[config.mk]
export PLATFORM = sky130hd
export DESIGN_NAME = tmr_cnt_ctrl
export DESIGN_NICKNAME = d
export VERILOG_FILES = /design/src/rtl/tmr_cnt_ctrl.sv
export SDC_FILE = /design/constraint.sdc
export NUM_CORES = 1
export LEC_CHECK = 0
export BUFFER_PORTS_ARGS = -buffer_cell sky130_fd_sc_hd__buf_4
export CAP_MARGIN = 20
export CORE_ASPECT_RATIO = 1.25
export CORE_MARGIN = 2
export CORE_UTILIZATION = 40
export DETAILED_ROUTE_END_ITERATION = 6
export GPL_TIMING_DRIVEN = 0
export SLEW_MARGIN = 5
export SYNTH_ARGS = -nofsm -noshare
export SYNTH_HDL_FRONTEND = slang
export SYNTH_SLANG_ARGS = --single-unit
[constraint.sdc]
create_clock -name pclk -period 2.7 [get_ports pclk]
set_clock_uncertainty 0.1 [all_clocks]
set_input_delay 0.54 -clock pclk [delete_from_list [all_inputs] [get_ports pclk]]
set_output_delay 0.54 -clock pclk [all_outputs]
set_load 0.05 [all_outputs]
[src/rtl/tmr_cnt_ctrl.sv]
// Sequencing controller for the timer counter: prescaler/external tick generation,
// load/run/idle sequencing and the count register. Optional one-shot stop: TMR_ONESHOT_EN.
module tmr_cnt_ctrl #(
  parameter int WIDTH = 8,
  parameter int PSC_W = 4
) (
  input  logic             pclk,
  input  logic             presetn,
  input  logic [WIDTH-1:0] tdr,
  input  logic             load,
  input  logic             en,
  input  logic             ud,
  input  logic [2:0]       cks,
  input  logic             clk_in,
  input  logic             one_shot,
  output logic [WIDTH-1:0] cnt,
  output logic [WIDTH-1:0] last_cnt,
  output logic             load_ack,
  output logic             running
);

`ifdef TMR_ONESHOT_EN
  typedef enum logic [1:0] {
    ST_IDLE = 2'd0,
    ST_LOAD = 2'd1,
    ST_RUN  = 2'd2,
    ST_STOP = 2'd3
  } state_t;
`else
  typedef enum logic [1:0] {
    ST_IDLE = 2'd0,
    ST_LOAD = 2'd1,
    ST_RUN  = 2'd2
  } state_t;
`endif

  state_t           r_state;
  state_t           w_state_nxt;
  logic [PSC_W-1:0] r_psc;
  logic             r_src_d;
  logic [WIDTH-1:0] r_cnt;
  logic [WIDTH-1:0] r_last_cnt;
  logic             r_load_ack;
  logic             r_running;

  logic             w_src;
  logic             w_tick;
  logic             w_wrap;
  logic [WIDTH-1:0] w_cnt_step;
  logic [WIDTH-1:0] w_cnt_nxt;
  logic [WIDTH-1:0] w_last_nxt;

`ifndef TMR_ONESHOT_EN
  // Mode select has no effect when the stop state is compiled out.
  logic w_unused_one_shot;
  assign w_unused_one_shot = one_shot;
`endif

  // Tick source: prescaler tap for the low selects, synchronised external clock otherwise.
  always_comb begin
    if (cks[2] == 1'b0) begin
      w_src = r_psc[cks[1:0]];
    end else begin
      w_src = clk_in;
    end
  end

  assign w_tick     = w_src & ~r_src_d;
  assign w_cnt_step = ud ? (r_cnt - {{(WIDTH-1){1'b0}}, 1'b1})
                         : (r_cnt + {{(WIDTH-1){1'b0}}, 1'b1});
  assign w_wrap     = ud ? (r_cnt == {WIDTH{1'b0}}) : (r_cnt == {WIDTH{1'b1}});

  // Free-running prescaler and source edge history; only reset clears them.
  always_ff @(posedge pclk or negedge presetn) begin
    if (!presetn) begin
      r_psc   <= {PSC_W{1'b0}};
      r_src_d <= 1'b0;
    end else begin
      r_psc   <= r_psc + {{(PSC_W-1){1'b0}}, 1'b1};
      r_src_d <= w_src;
    end
  end

  // Next state and datapath; last_cnt follows cnt each cycle so a wrap pair lasts one cycle.
  always_comb begin
    w_state_nxt = r_state;
    w_cnt_nxt   = r_cnt;
    w_last_nxt  = r_cnt;
    if (load) begin
      w_state_nxt = ST_LOAD;
      w_cnt_nxt   = tdr;
      w_last_nxt  = tdr;
    end else begin
      case (r_state)
        ST_IDLE: begin
          if (en) begin
            w_state_nxt = ST_RUN;
          end else begin
            w_state_nxt = ST_IDLE;
          end
        end
        ST_LOAD: begin
          if (en) begin
            w_state_nxt = ST_RUN;
          end else begin
            w_state_nxt = ST_IDLE;
          end
        end
        ST_RUN: begin
          if (!en) begin
            w_state_nxt = ST_IDLE;
          end else if (w_tick) begin
            w_cnt_nxt = w_cnt_step;
`ifdef TMR_ONESHOT_EN
            if (one_shot && w_wrap) begin
              w_state_nxt = ST_STOP;
            end else begin
              w_state_nxt = ST_RUN;
            end
`else
            w_state_nxt = ST_RUN;
`endif
          end else begin
            w_state_nxt = ST_RUN;
          end
        end
`ifdef TMR_ONESHOT_EN
        ST_STOP: begin
          if (!en) begin
            w_state_nxt = ST_IDLE;
          end else begin
            w_state_nxt = ST_STOP;
          end
        end
`endif
        default: begin
          w_state_nxt = ST_IDLE;
        end
      endcase
    end
  end

`ifndef TMR_ONESHOT_EN
  // Wrap detection only steers the one-shot stop.
  logic w_unused_wrap;
  assign w_unused_wrap = w_wrap;
`endif

  // State, count and registered status outputs.
  always_ff @(posedge pclk or negedge presetn) begin
    if (!presetn) begin
      r_state    <= ST_IDLE;
      r_cnt      <= {WIDTH{1'b0}};
      r_last_cnt <= {WIDTH{1'b0}};
      r_load_ack <= 1'b0;
      r_running  <= 1'b0;
    end else begin
      r_state    <= w_state_nxt;
      r_cnt      <= w_cnt_nxt;
      r_last_cnt <= w_last_nxt;
      r_load_ack <= (w_state_nxt == ST_LOAD);
      r_running  <= (w_state_nxt == ST_RUN);
    end
  end

  assign cnt      = r_cnt;
  assign last_cnt = r_last_cnt;
  assign load_ack = r_load_ack;
  assign running  = r_running;

endmodule

== Word level (Yosys, flattened, before mapping) ==
Index checks and enable logic that the tools add are counted.

* Input port bits: 18
* Word-level logic and storage cells: 35
* Register bits: 25
* Output and inout bits: 18

* Magnitude comparators: 1
* Eq/ne operators: 4
* Reduce and logical (&&, ||, !) cells: 6
* Mux-type cells: 12
* Bitwise logic cells: 2
* Add/subtract/negate cells: 3

{| class="wikitable"
|+ Operator list
! kind !! count
|-
| two-way mux 8 bit || 6
|-
| adder 8 x 1 -> 8 bit (second input constant) || 1
|-
| subtractor 8 x 1 -> 8 bit (second input constant) || 1
|-
| two-way mux 2 bit || 3
|-
| nonzero test 2 bit || 3
|-
| adder 4 x 1 -> 4 bit (second input constant) || 1
|-
| == test 2 x 1 -> 1 bit (second input constant) || 2
|-
| == test 2 bit (second input constant) || 2
|-
| < comparator 2 x 3 -> 1 bit (second input constant) || 1
|-
| AND reduction 3 bit || 1
|-
| OR reduction 3 bit || 1
|-
| binary-select mux 1 bit (select 2 bit) || 1
|-
| zero test 2 bit || 1
|-
| two-way mux 1 bit || 2
|-
| AND 1 bit || 1
|-
| inverter 1 bit || 1
|}

== Logic depth before layout (Yosys ltp) ==
* Word-level depth: 8
* Gate-level depth with buffers: 7
* Depth with buffers taken out: 7

== Least setup slack after synthesis ==
OpenSTA, ideal clock, no wires.

* Path kind: flip-flop to flip-flop
* From: register r_cnt[0], in the netlist cnt[0]
* To: register r_cnt[6], in the netlist cnt[6]
* Required time: 2.513 ns
* Path buffers: 0
* Library setup time: 0.087 ns
* Slack: 0.385 ns
* Arrival time: 2.129 ns
* Clock period less this slack: 2.315 ns
* Stages on the path, launching flop included: 8
* Cell sequence: dfrtp_1 -> inv_1 -> fa_1 -> nor2b_1 -> o21ai_0 -> a2111oi_0 -> a311oi_1 -> o211ai_1

* Word-level cells in the longest chain between the ends: 6
* Elaborated cells on any way between the ends: 7
* Those cells by class: add/sub (2); mux (5)

{| class="wikitable"
|+ RTL lines
! element !! line !! source
|-
| from (decl) || 41 || <nowiki>logic [WIDTH-1:0] r_cnt;</nowiki>
|-
| from (signal assigned) || 153 || <nowiki>r_cnt <= {WIDTH{1'b0}};</nowiki>
|-
| from (signal assigned) || 159 || <nowiki>r_cnt <= w_cnt_nxt;</nowiki>
|-
| adder 8 x 1 -> 8 bit / subtractor 8 x 1 -> 8 bit (equally long branches) || 70, 69 ||
|-
| two-way mux 8 bit * || 69 || <nowiki>assign w_cnt_step = ud ? (r_cnt - {{(WIDTH-1){1'b0}}, 1'b1})</nowiki>
|-
| two-way mux 8 bit * || 112 || <nowiki>end else if (w_tick) begin</nowiki>
|-
| two-way mux 8 bit * || 110 || <nowiki>if (!en) begin</nowiki>
|-
| two-way mux 8 bit * || 94 || <nowiki>case (r_state)</nowiki>
|-
| two-way mux 8 bit * || 89 || <nowiki>if (load) begin</nowiki>
|}

Mark *: on every way between the ends. The rest lies on a longest branch, timed or not. The select of a mux whose other input is x is not followed.
A chain may end at the register's enable or synchronous reset.

== Worst setup path in the final report ==
* From: input port ud
* To: register r_cnt[6], in the netlist cnt[6]

* Word-level cells in the longest chain between the ends: 5

{| class="wikitable"
|+ RTL lines
! element !! line !! source
|-
| from (decl) || 12 || <nowiki>input logic ud,</nowiki>
|-
| two-way mux 8 bit || 69 ||
|-
| two-way mux 8 bit || 112 ||
|-
| two-way mux 8 bit || 110 ||
|-
| two-way mux 8 bit || 94 ||
|-
| two-way mux 8 bit || 89 ||
|}

No other way between the ends. The select of a mux whose other input is x is not followed.

==> summary.md <==
| Metric | Value |
|---|---|
| Status | finished clean |
| Remaining design rule violation count | 0 |
| Number of enable-type register cells in the synthesized netlist | 0 |
| Total negative setup slack | 0 ns |
| Total routed wire length on the met1 layer | 1316 um |
| Setup repair after global routing missed its margin | false |
| Data required time of the critical path | 2.80 ns |
| DIE AREA | 3755 um2 |
| Final cycle utilization of the critical path | 81.67% |
| Number of buffers inserted for hold repair after clock tree synthesis | 0 |
| Total number of vias | 1099 |
| Final design instance area without fill | 1684 um2 |
| First-pass GRT wire length | 4816 um |
| Iteration-0 DRC count of the detailed router | 27 |
| WL per Instance | 14.11 um |
| Maximum root-to-sink buffer count | 2 |
| Cell type with the highest aggregate area in the netlist | sky130_fd_sc_hd__dfrtp_1 |
| Proportion of netlist area held by the largest area contributor | 45.80% |
| Largest fanout of any net on the critical path | 9 |
| Initial Utilization | 41.42% |
| Syn Inst Count | 133 |
| Synth warnings | 0 |
| Actual transition at the worst max-transition pin | 0.4882 ns |
| WL met3 | 98 um |
| Post-Place Cell Area | 1613 um2 |
| Worst setup path end | cnt[6] |
| H-Tree Level Count | 1 |
| Reg2reg setup slack | 0.52 ns |
| Crit. Startpoint | ud |
| Max Fclk | 0.4535 GHz |
| Root Buffer Master | sky130_fd_sc_hd__clkbuf_8 |
| Largest net degree at the start of global routing | 25 |
| Final max-slew violation count | 0 |
| Die width | 55.21 um |
| Total routing resource utilization after global routing | 16.39% |
| Worst reg2reg path depth | 7 |
| Total half-perimeter wirelength after legalization and detailed placement | 2238 um |
| Fill cell count | 302 |
| Worst-case headroom to the max-slew limit | 67.46% |
| Congestion Overflow GR | 0 |
| Post-route minimum period | 2.205 ns |
| Number of global-route vias before repair | 1090 |
| Number of core rows | 23 |
| Count of pins on the block boundary | 36 |
| Wirelength, routed | 2934 um |
| Cells traversed along the worst timing path | buf_4 -> inv_1 -> fa_1 -> nor2b_1 -> o21ai_0 -> a2111oi_0 -> a311oi_1 -> o211ai_1 |
| IO Port Bufs | 34 |
| Clock tree from TritonCTS | done |
| Register clock-pin slew on the reported worst setup and hold paths | 0.09 ns |
| Maximum cell stage delay along the critical path | 0.44 ns |
| Core region area | 3166 um2 |
| Share of post-route cells with drive strength above 1 | 26.90% |
| Post-Synthesis Net Count | 159 |
| Startpoint of the worst register-to-register path | cnt[0] |
| Worst IR Drop VDD | 0.2838 mV |
| Placer congestion estimate | 0.8540 |
| Die Ht | 68.02 um |
| Power Dens Cells | 612.8 nW/um2 |
| Final Hold Vio Count | 0 |
| Post-CTS setup buffer count | 0 |
| Crit path kind | in -> reg |
| Cell area after synthesis | 1311 um2 |
| PostCTS Resize Cnt | 0 |
| Initial DRT Pass Iterations | 5 |
| Max-cap check violation count | 0 |
| Synth top area cells | sky130_fd_sc_hd__dfrtp_1, sky130_fd_sc_hd__ha_1, sky130_fd_sc_hd__o21ai_0 |
| Worst Path Arrival | 2.30 ns |
| Clock latency of the later-clocked register in the worst-skew pair | 0.27 ns |
| Highest metal layer with signal wires | met4 |
| Number of sinks driven by the clock tree | 24 |
| Total Nets Final | 198 |
| Cell at the slowest stage of the critical path | sky130_fd_sc_hd__fa_1 |
| Endpoint type of the worst setup path | flop |
| Via density per instance | 5.284 |
| Antenna violations before repair | 0 |
| Cts bufs inserted | 3 |
| Register area share after synthesis | 45.80% |
| Number of distinct standard cells referenced by the synthesized netlist | 35 |
| Synth async-reset ratio | 100.0% |
| Most used flip-flop cell after synthesis | sky130_fd_sc_hd__dfrtp_1 |
| Leakage power | 0.8132 nW |
| Setup Viol. Count Final | 0 |
| Mean post-synth cell area | 9.859 um2 |
| Startpoint Class | input port |
| Reg2reg end | cnt[6] |
| Met2 WL | 1499 um |
| Hold/Removal Path Class | in -> async |
| Synthesis-to-layout area growth | 28.44% |
| Number of antenna repair diodes | 0 |
| Antenna Nets Post-Route | 0 |
| Flops & latches, synth | 24 |
flip-flops by register name, indices dropped and copies added (netlist names):
register  count
r_state       1
cnt           8
last_cnt      8
running       1
load_ack      1
r_src_d       1
r_psc         4
cell usage in the layout, fill, tap and decap left out, drive strengths merged:
cell type	n
buf	35
dfrtp	24
o21ai	17
inv	14
nand2	12
ha	7
clkbuf	7
a21oi	6
nor2	5
a211oi	4
nor3	4
o211ai	4
xnor2	3
nand2b	3
a21o	3
nor2b	3
nand3b	3
o21a	2
nor4	2
nand3	1
xor2	1
mux4	1
and4bb	1
mux2	1
o221ai	1
a22oi	1
a2111oi	1
a311oi	1
or2	1
o31a	1
fa	1
bufinv	1
per-layer routing:
metal,global-route usage (%),vias up
li1,-,544
met1,20.72,528
met2,28.27,25
met3,2.079,2
met4,7.622,0
met5,0,-
worst min-delay path by stage:
stage	slack (ns)	start	end	cells past startpoint
global route	0.07	presetn	last_cnt[0]	1
global placement	0.33	r_state[0]	running	1
detailed placement	0.36	presetn	last_cnt[0]	1
CTS	0.06	presetn	last_cnt[0]	1
finish	0.05	presetn	last_cnt[0]	1
floorplan	0.14	presetn	cnt[0]	0
cell usage after synthesis (2+ instances only):
library cell / number
sky130_fd_sc_hd__nand3b_1: 3
sky130_fd_sc_hd__o21ai_0: 13
sky130_fd_sc_hd__nor3_1: 4
sky130_fd_sc_hd__dfrtp_1: 24
sky130_fd_sc_hd__xnor2_1: 3
sky130_fd_sc_hd__a21o_1: 3
sky130_fd_sc_hd__clkbuf_1: 4
sky130_fd_sc_hd__nor4_1: 2
sky130_fd_sc_hd__nor2b_1: 3
sky130_fd_sc_hd__o21a_1: 2
sky130_fd_sc_hd__a21oi_1: 6
sky130_fd_sc_hd__o211ai_1: 3
sky130_fd_sc_hd__nor2_1: 5
sky130_fd_sc_hd__nand2b_1: 3
sky130_fd_sc_hd__ha_1: 7
sky130_fd_sc_hd__nand2_1: 11
sky130_fd_sc_hd__o21ai_1: 3
sky130_fd_sc_hd__inv_1: 14
sky130_fd_sc_hd__a211oi_1: 4
layout make-up:
type | instances | area (um2) | area share, %
Sequential cell | 24 | 600.6 | 35.66
Clock inverter | 1 | 30.03 | 1.783
Clock buffer | 3 | 41.29 | 2.452
Buffer | 5 | 26.28 | 1.560
Inverter | 14 | 52.55 | 3.120
Timing Repair Buffer | 34 | 255.2 | 15.16
Tap cell | 37 | 46.29 | 2.749
Multi-Input combinational cell | 90 | 631.9 | 37.52
power by group:
part           internal, W  leakage (nW)  switching (W)
Clock             0.000198        0.0357       0.000127
Sequential        0.000386         0.294      0.0000178
Combinational     0.000108         0.483       0.000195
Total             0.000692         0.813       0.000340
cells by family after synthesis:
kind of cell | Yosys count | share of synthesized area (%)
mux | 2 | 2.576
simple gates | 35 | 13.93
compound gates | 41 | 20.80
buf+inv | 19 | 6.011
flops | 24 | 45.80
xor+xnor | 4 | 2.672
fa+ha+maj | 8 | 8.206
metrics by stage:
| step | setup WS (ns) | total power [W] | hold WS, ns | instances | util [%] |
|---|---|---|---|---|---|
| after floorplan | 0.3848 | 0.0006146 | 0.1444 | 133 | - |
| after global placement | 0.2606 | 0.0007061 | 0.3254 | 204 | 50.95 |
| after detailed placement | 0.2264 | 0.0007155 | 0.3588 | 204 | 50.95 |
| after CTS | 0.5005 | 0.001038 | 0.06377 | 208 | 53.20 |
| after global routing | 0.3121 | 0.001081 | 0.06642 | 208 | 53.20 |
| final | 0.4948 | 0.001032 | 0.05233 | 208 | 53.20 |
critical path: cells and delay by family:
kind,cells,cell delay [ns]
AOI/OAI and AO/OA,4,0.85
buffers and inverters,2,0.24
adders and majority gates,1,0.44
and+or+nand+nor,1,0.22
No activity file was read; power rests on OpenSTA's default activity.
